### src/rtl/seq_adder_if.sv
// seq_adder_if: start/done handshake, operand and result bundle for seq_adder.
// master = requester (drives operands), slave = the adder.
interface seq_adder_if #(
    parameter int unsigned WIDTH = 16
);
    logic             start;
    logic [WIDTH-1:0] a;
    logic [WIDTH-1:0] b;
    logic             cin;
    logic             sub;
    logic             busy;
    logic             done;
    logic [WIDTH-1:0] sum;
    logic             cout;
    logic             ovf;

    modport master (
        output start, a, b, cin, sub,
        input  busy, done, sum, cout, ovf
    );

    modport slave (
        input  start, a, b, cin, sub,
        output busy, done, sum, cout, ovf
    );
endinterface

### src/rtl/seq_adder.sv
// seq_adder: multi-cycle WIDTH-bit adder/subtractor, SLICE bits per clock,
// carry kept in a register between slices. Reports carry-out and signed overflow.
// Optional feature macro: SEQ_ADDER_SUB_EN (honour the sub input; default add-only).
module seq_adder #(
    parameter int unsigned WIDTH = 16,
    parameter int unsigned SLICE = 4
) (
    input  logic        clk,
    input  logic        rst,
    seq_adder_if.slave  bus
);
    localparam int unsigned N  = WIDTH / SLICE;
    localparam int unsigned CW = (N > 1) ? $clog2(N) : 1;

    typedef enum logic [1:0] {
        IDLE = 2'd0,
        RUN  = 2'd1,
        DONE = 2'd2
    } state_t;

    state_t           state_q;
    logic [WIDTH-1:0] a_q;
    logic [WIDTH-1:0] b_q;      // effective B' (already inverted for subtract)
    logic             carry_q;
    logic [CW-1:0]    k_q;
    logic [WIDTH-1:0] sum_q;
    logic             cout_q;
    logic             ovf_q;
    logic             busy_q;
    logic             done_q;

    logic [SLICE-1:0] a_sl_c;
    logic [SLICE-1:0] b_sl_c;
    logic [SLICE-1:0] res_c;
    logic [SLICE:0]   ext_c;
    logic             carry_d;
    logic             ovf_d;
    logic             last_c;

`ifdef SEQ_ADDER_SUB_EN
`else
    // sub is part of the shared bus but has no function in the add-only build
    logic unused_sub;
    assign unused_sub = bus.sub;
`endif

    // Slice k adder: select operand slices, add with carry, derive MSB overflow
    always_comb begin
        a_sl_c = '0;
        b_sl_c = '0;
        for (int unsigned i = 0; i < N; i++) begin
            if (k_q == CW'(i)) begin
                a_sl_c = a_q[i*SLICE +: SLICE];
                b_sl_c = b_q[i*SLICE +: SLICE];
            end
        end
        ext_c   = {1'b0, a_sl_c} + {1'b0, b_sl_c} + (SLICE+1)'(carry_q);
        res_c   = ext_c[SLICE-1:0];
        carry_d = ext_c[SLICE];
        // carry into the MSB recovered from the MSB's own sum bit
        ovf_d   = (a_sl_c[SLICE-1] ^ b_sl_c[SLICE-1] ^ res_c[SLICE-1]) ^ carry_d;
        last_c  = (k_q == CW'(N - 1));
    end

    // Control FSM with registered datapath and outputs
    always_ff @(posedge clk or posedge rst) begin
        if (rst) begin
            state_q <= IDLE;
            a_q     <= '0;
            b_q     <= '0;
            carry_q <= 1'b0;
            k_q     <= '0;
            sum_q   <= '0;
            cout_q  <= 1'b0;
            ovf_q   <= 1'b0;
            busy_q  <= 1'b0;
            done_q  <= 1'b0;
        end else begin
            case (state_q)
                IDLE: begin
                    done_q <= 1'b0;
                    if (bus.start) begin
                        a_q <= bus.a;
`ifdef SEQ_ADDER_SUB_EN
                        b_q     <= bus.sub ? ~bus.b : bus.b;
                        carry_q <= bus.sub ? 1'b1 : bus.cin;
`else
                        b_q     <= bus.b;
                        carry_q <= bus.cin;
`endif
                        k_q     <= '0;
                        busy_q  <= 1'b1;
                        state_q <= RUN;
                    end
                end
                RUN: begin
                    for (int unsigned i = 0; i < N; i++) begin
                        if (k_q == CW'(i)) begin
                            sum_q[i*SLICE +: SLICE] <= res_c;
                        end
                    end
                    carry_q <= carry_d;
                    k_q     <= k_q + CW'(1);
                    if (last_c) begin
                        cout_q  <= carry_d;
                        ovf_q   <= ovf_d;
                        busy_q  <= 1'b0;
                        done_q  <= 1'b1;
                        state_q <= DONE;
                    end
                end
                DONE: begin
                    done_q  <= 1'b0;
                    state_q <= IDLE;
                end
                default: begin
                    busy_q  <= 1'b0;
                    done_q  <= 1'b0;
                    state_q <= IDLE;
                end
            endcase
        end
    end

    assign bus.busy = busy_q;
    assign bus.done = done_q;
    assign bus.sum  = sum_q;
    assign bus.cout = cout_q;
    assign bus.ovf  = ovf_q;
endmodule

### src/flat_wrapper.sv
// flat-port wrapper written by rule: the top's interface ports become plain ports
module seq_adder_flat 
#(
    parameter int unsigned WIDTH = 16,
    parameter int unsigned SLICE = 4
)
  (clk, rst, bus_start, bus_a, bus_b, bus_cin, bus_sub, bus_busy, bus_done, bus_sum, bus_cout, bus_ovf);
  seq_adder_if #(.WIDTH(WIDTH)) bus_i ();
  input  logic clk;
  input  logic rst;
  input wire logic [$bits(bus_i.start)-1:0] bus_start;
  input wire logic [$bits(bus_i.a)-1:0] bus_a;
  input wire logic [$bits(bus_i.b)-1:0] bus_b;
  input wire logic [$bits(bus_i.cin)-1:0] bus_cin;
  input wire logic [$bits(bus_i.sub)-1:0] bus_sub;
  output wire logic [$bits(bus_i.busy)-1:0] bus_busy;
  output wire logic [$bits(bus_i.done)-1:0] bus_done;
  output wire logic [$bits(bus_i.sum)-1:0] bus_sum;
  output wire logic [$bits(bus_i.cout)-1:0] bus_cout;
  output wire logic [$bits(bus_i.ovf)-1:0] bus_ovf;
  assign bus_i.start = bus_start;
  assign bus_i.a = bus_a;
  assign bus_i.b = bus_b;
  assign bus_i.cin = bus_cin;
  assign bus_i.sub = bus_sub;
  assign bus_busy = bus_i.busy;
  assign bus_done = bus_i.done;
  assign bus_sum = bus_i.sum;
  assign bus_cout = bus_i.cout;
  assign bus_ovf = bus_i.ovf;
  seq_adder #(.WIDTH(WIDTH), .SLICE(SLICE)) u_core (.clk(clk), .rst(rst), .bus(bus_i));
endmodule
### config.mk
export PLATFORM = sky130hd
export DESIGN_NAME = seq_adder_flat
export DESIGN_NICKNAME = d
export VERILOG_FILES = /design/src/rtl/seq_adder_if.sv /design/src/rtl/seq_adder.sv /design/src/flat_wrapper.sv
export SDC_FILE = /design/constraint.sdc
export NUM_CORES = 1
export LEC_CHECK = 0
export CELL_PAD_IN_SITES_DETAIL_PLACEMENT = 2
export CELL_PAD_IN_SITES_GLOBAL_PLACEMENT = 2
export CORE_UTILIZATION = 42
export DETAILED_ROUTE_END_ITERATION = 10
export DONT_BUFFER_PORTS = 1
export GPL_ROUTABILITY_DRIVEN = 0
export HOLD_SLACK_MARGIN = 0.05
export PLACE_DENSITY_LB_ADDON = 0.1
export RECOVER_POWER = 25
export SYNTH_ARGS = -nofsm -noshare
export SYNTH_HDL_FRONTEND = slang
export SYNTH_SLANG_ARGS = --single-unit
### constraint.sdc
create_clock -name clk -period 2.87 [get_ports clk]
set_input_delay 0.4305 -clock clk [delete_from_list [all_inputs] [get_ports clk]]
set_output_delay 0.4305 -clock clk [all_outputs]
set_load 0.01 [all_outputs]
### After elaboration in Yosys (flattened, before gate mapping)

Index checks and enable logic that the tools add are counted.

* bits in registers: 57
* latch bits: 0
* RAM bits: 0
* ROM bits: 0
* bits of input ports: 37
* output and inout bits: 20
* logic and storage cells: 58
* memories: 0

* add/sub/neg operators: 3
* multiply operators: 0
* div/mod/pow operators: 0
* $lt $le $gt $ge: 0
* eq/ne operators: 7
* shifts and indexed selects: 0
* muxes and demuxes: 20
* bitwise logic cells: 4
* reductions and logical operators: 11

Operators with widths (number)
* 4-bit two-way mux: 8
* 2-bit AND reduction: 7
* 2-bit one-hot mux with 2 select lines: 2
* 2-bit equality test, second input constant: 3
* 2-bit two-way mux: 3
* 4-bit by 4-bit adder with 5-bit output: 1
* 5-bit by 1-bit adder with 5-bit output: 1
* 1-bit two-way mux: 5
* 2-bit by 1-bit equality test with 1-bit output, second input constant: 2
* 2-bit zero test: 2
* 1-bit one-hot mux with 3 select lines: 1
* 3-bit AND reduction: 1
* 1-bit XOR: 3
* 2-bit by 1-bit adder with 2-bit output, second input constant: 1
* 2-bit by 1-bit inequality test with 1-bit output, second input constant: 1
* 2-bit inequality test, second input constant: 1
* 1-bit one-hot mux with 2 select lines: 1
* 2-bit nonzero test: 1
* 1-bit NOT: 1

### Depth between registers and ports, before layout

* word-level depth: 9
* mapped depth: 14

### Least setup slack after synthesis

No wires, ideal clock.

* path kind: flip-flop to flip-flop
* start point: register u_core.k_q[0]
* end point: register u_core.carry_q
* setup time: 0.127 ns
* arrival: 2.509 ns
* data required time: 2.743 ns
* slack: 0.234 ns
* cell stages (with the launch flop): 15
* clock period less this slack: 2.636 ns
* cells stage by stage: dfrtp_1 -> inv_1 -> ha_1 -> buf_2 -> buf_2 -> a21oi_1 -> a21oi_1 -> o21ai_0 -> fa_1 -> inv_1 -> fa_1 -> nand2b_1 -> o2bb2ai_1 -> a21oi_1 -> o2bb2a_1

* word-level cells in the longest chain between the ends: 8

RTL lines
* start, declared: line seq_adder.sv:25 `logic [CW-1:0] k_q;`
* start signal, assigned: line seq_adder.sv:103 `k_q <= k_q + CW'(1);`
* 2-bit zero test: line seq_adder.sv:52 `if (k_q == CW'(i)) begin`
* 4-bit two-way mux (4 in series): line seq_adder.sv:52
* 4-bit by 4-bit adder with 5-bit output *: line seq_adder.sv:57 `ext_c = {1'b0, a_sl_c} + {1'b0, b_sl_c} + (SLICE+1)'(carry_q);`
* 5-bit by 1-bit adder with 5-bit output *: line seq_adder.sv:57
* 1-bit one-hot mux with 2 select lines *: line seq_adder.sv:79 `case (state_q)`
* end signal, assigned: line seq_adder.sv:89 `carry_q <= bus.cin;`
* end signal, assigned: line seq_adder.sv:102 `carry_q <= carry_d;`
* end, declared: line seq_adder.sv:24 `logic carry_q;`

Mark *: on every way between the ends. The rest lies on a longest branch, timed or not.
A chain may end at the register's enable or synchronous reset.

### Worst setup path in the final report

* start point: register u_core.k_q[1]
* end point: register u_core.sum_q[15], in the netlist u_core.bus.sum[15]

* word-level cells in the longest chain between the ends: 7

RTL lines
* 2-bit zero test: line seq_adder.sv:52
* 4-bit two-way mux (4 in series): line seq_adder.sv:52
* 4-bit by 4-bit adder with 5-bit output: line seq_adder.sv:57
* 5-bit by 1-bit adder with 5-bit output: line seq_adder.sv:57
* end signal, assigned by index: line seq_adder.sv:99 `sum_q[i*SLICE +: SLICE] <= res_c;`
* end, declared: line seq_adder.sv:26 `logic [WIDTH-1:0] sum_q;`

Several ways; a longest one is shown, not always the timed one.

==> summary.txt <==
Outcome: finished, violations left
Failing checks: design-rule violations, max-capacitance violations, max-slew violations
Commonest cells after routing, fill and taps aside: dfrtp_1 (56), mux2_4 (34), nand2_1 (28)
Nets: 281
H-Tree Depth: 3
Placed cell count: 300
Commonest non-fill, non-tap cell in the layout: dfrtp_1
Fmax: 363.1 MHz
Clk buf depth: 2
Min-Delay Path Class: input pin to flip-flop
Pwr dens: 1601 mW/mm2
Initial core utilization: 44.46%
Routed vias: 1755
Layout cells sized above 1: 36.67%
First-pass GRT wire length: 10.85 mm
Worst-case clock skew: 0.007890 ns
Drt via density: 5.536
Number of global-route vias before repair: 2043
Final Hold Viols: 0
Worst-Margin Slew: 2.162 ns
CP Max Fanout: 9
Final TNS setup: 0 ns
Post-Syn Instances: 224
Worst hold start: bus_b[3]
Antenna violations before repair: 0
Startpoint types: flip-flop
Layout area overhead: 12.85%
Synth top area share: 49.67%
Synth area leaders: dfrtp_1 (50%), mux2_4 (18%), nand2_1 (3.7%), ha_1 (3.1%), a21oi_1 (2.8%)
Net count after synthesis: 270
Clock-pin slew on the worst setup and hold paths: 0.07 ns
Core area: 0.006459 mm2
Routed Antenna Nets: 0
Final setup fails: 0
DRC: 2
Filler cells: 630
Critical path type: flip-flop to flip-flop
Final Cell Area: 0.003241 mm2
Library cells used by synthesis: 39
Netlist Area Pre-Place: 0.002872 mm2
Sequential share of the synthesized area: 49.67%
FF+latch count, synth: 57
Port buffer count: 0
Worst vdd ir: 0.0005491 V
Global Route met3 Usage: 6.096%
Leakage: 1.498 nW
Die area: 0.007172 mm2
Finished Layout Cells: 317
DRT Pass-1 Iters: 10
Max-slew violation count: 58
Cell row count: 29
Reg2reg start: u_core.k_q[1]
Chip width: 84.69 um
CTS root buf: clkbuf_8
TritonCTS clock tree: done
Minimum clock period: 2.754 ns
DP Wirelength: 4.633 mm
Clk_lat worst skew: 0.34 ns
Slew headroom: -44.28%
Max-cap viol count: 1
Drt total wl: 6.828 mm
GR Util met2: 33.78%
Syn_area_per_cell: 12.82 um2
Worst Path Required: 3.10 ns
Die Height: 84.69 um
Critical path launch point: u_core.k_q[1]
# diodes: 0
Iteration-0 DRC Markers: 32
Clock tree sinks: 57
Part of the cycle the worst path needs: 95.97%
GR Util met1: 24.38%
Total Routing Usage GR: 20.27%
Total gr overflow: 0
DP Area: 0.002919 mm2
Yosys top cell by area: dfrtp_1
Gr busiest metal: met2
Total CTS buffers: 9
Yosys warns: 0
Largest net degree at the start of global routing: 58
Crit path DAT: 2.98 ns
CP Capture Type: flip-flop
Drt wl/cell: 21.54 um
Io pins: 57
## synthesized netlist by cell type (all sizes together)
cell type / instances
nand3b: 6
inv: 7
o2bb2a: 1
nor3: 2
a21o: 3
buf: 9
mux2: 36
nand2: 33
o2bb2ai: 1
o21a: 2
xor2: 2
clkbuf: 2
nand2b: 2
ha: 7
dfrtp: 57
a22o: 1
or2b: 1
a21oi: 17
o22ai: 1
xnor2: 1
o21ai: 20
o21bai: 1
nor2: 3
fa: 2
nor2b: 5
a221oi: 2
## state kept, by name, indices dropped and copies added (netlist names)
| signal | cells |
|---|---|
| u_core.b_q | 16 |
| u_core.state_q | 2 |
| u_core.bus.busy | 1 |
| u_core.bus.sum | 16 |
| u_core.carry_q | 1 |
| u_core.bus.done | 1 |
| u_core.a_q | 16 |
| u_core.k_q | 2 |
| u_core.bus.cout | 1 |
| u_core.bus.ovf | 1 |
## metal layers
metal / routed length [um] / vias to the layer above
li1: - / 796
met2: 3540 / 48
met1: 2944 / 899
met5: 0 / -
met3: 243 / 12
met4: 99 / 0
## metrics by stage
stage,setup WS (ns),total power [mW],utilization [%],hold slack (ns)
2_1_floorplan,0.2339,3.348,-,0.4727
3_3_place_gp,0.06913,3.872,45.20,0.4913
3_5_place_dp,-0.07968,4.048,45.20,0.4997
4_1_cts,0.008510,5.025,49.05,0.2101
5_1_grt,-0.02655,5.504,50.17,0.2189
6_report,0.1158,5.187,50.17,0.2274
## final cells by class
class / instances / area [um2] / area share, %
clock inverter: 5 / 102.6 / 3.166
tap: 77 / 96.34 / 2.973
clock buffer: 11 / 141.4 / 4.363
multi-input combinational: 149 / 1364 / 42.08
sequential: 57 / 1428 / 44.05
inverter: 7 / 26.28 / 0.8108
timing repair buffer: 11 / 82.58 / 2.548
## worst paths after layout
kind                                 endpoint  slack (ns)  cells past startpoint
min in group asynchronous   u_core.state_q[0]        0.71                      1
setup / recovery           u_core.bus.sum[15]        0.12                     12
max in group asynchronous       u_core.k_q[0]        0.76                      1
hold / removal                  u_core.b_q[3]        0.23                      1
setup reg to reg           u_core.bus.sum[15]        0.12                     12
hold reg to reg                 u_core.b_q[1]        0.51                      1
## report_power, final
part	internal (mW)	leakage [nW]	switching, mW
logic	1.30	0.696	1.36
clock network	0.599	0.120	0.344
registers	1.21	0.682	0.367
## cells by family after synthesis
group | Yosys count | synth area share [%]
AO/OA/AOI/OAI | 49 | 10.46
flip-flops | 57 | 49.67
multiplexers | 36 | 18.56
adder cells (fa/ha/maj) | 9 | 4.444
XOR/XNOR | 3 | 1.177
AND/OR/NAND/NOR | 52 | 10.46
buffers and inverters | 18 | 5.229
## worst max-delay path, cell delays in order (launching register included)
cell and delay [ns]:
dfrtp_1 0.40, buf_4 0.16, ha_4 0.19, buf_4 0.19, nor2b_1 0.15, nor3_1 0.33, a21o_1 0.14, ha_1 0.23
a21o_1 0.22, a21oi_4 0.20, xor2_2 0.23, buf_4 0.15, o21ai_2 0.04
## what timing repair did
item	4_1_cts	5_1_grt
setup endpoints to repair	5	9
pin swaps	1	2
hold buffers	0	0
buffers inserted	0	1
hold endpoints to repair	0	0
resized for setup	4	14
Power figures use the tool's default switching activity.
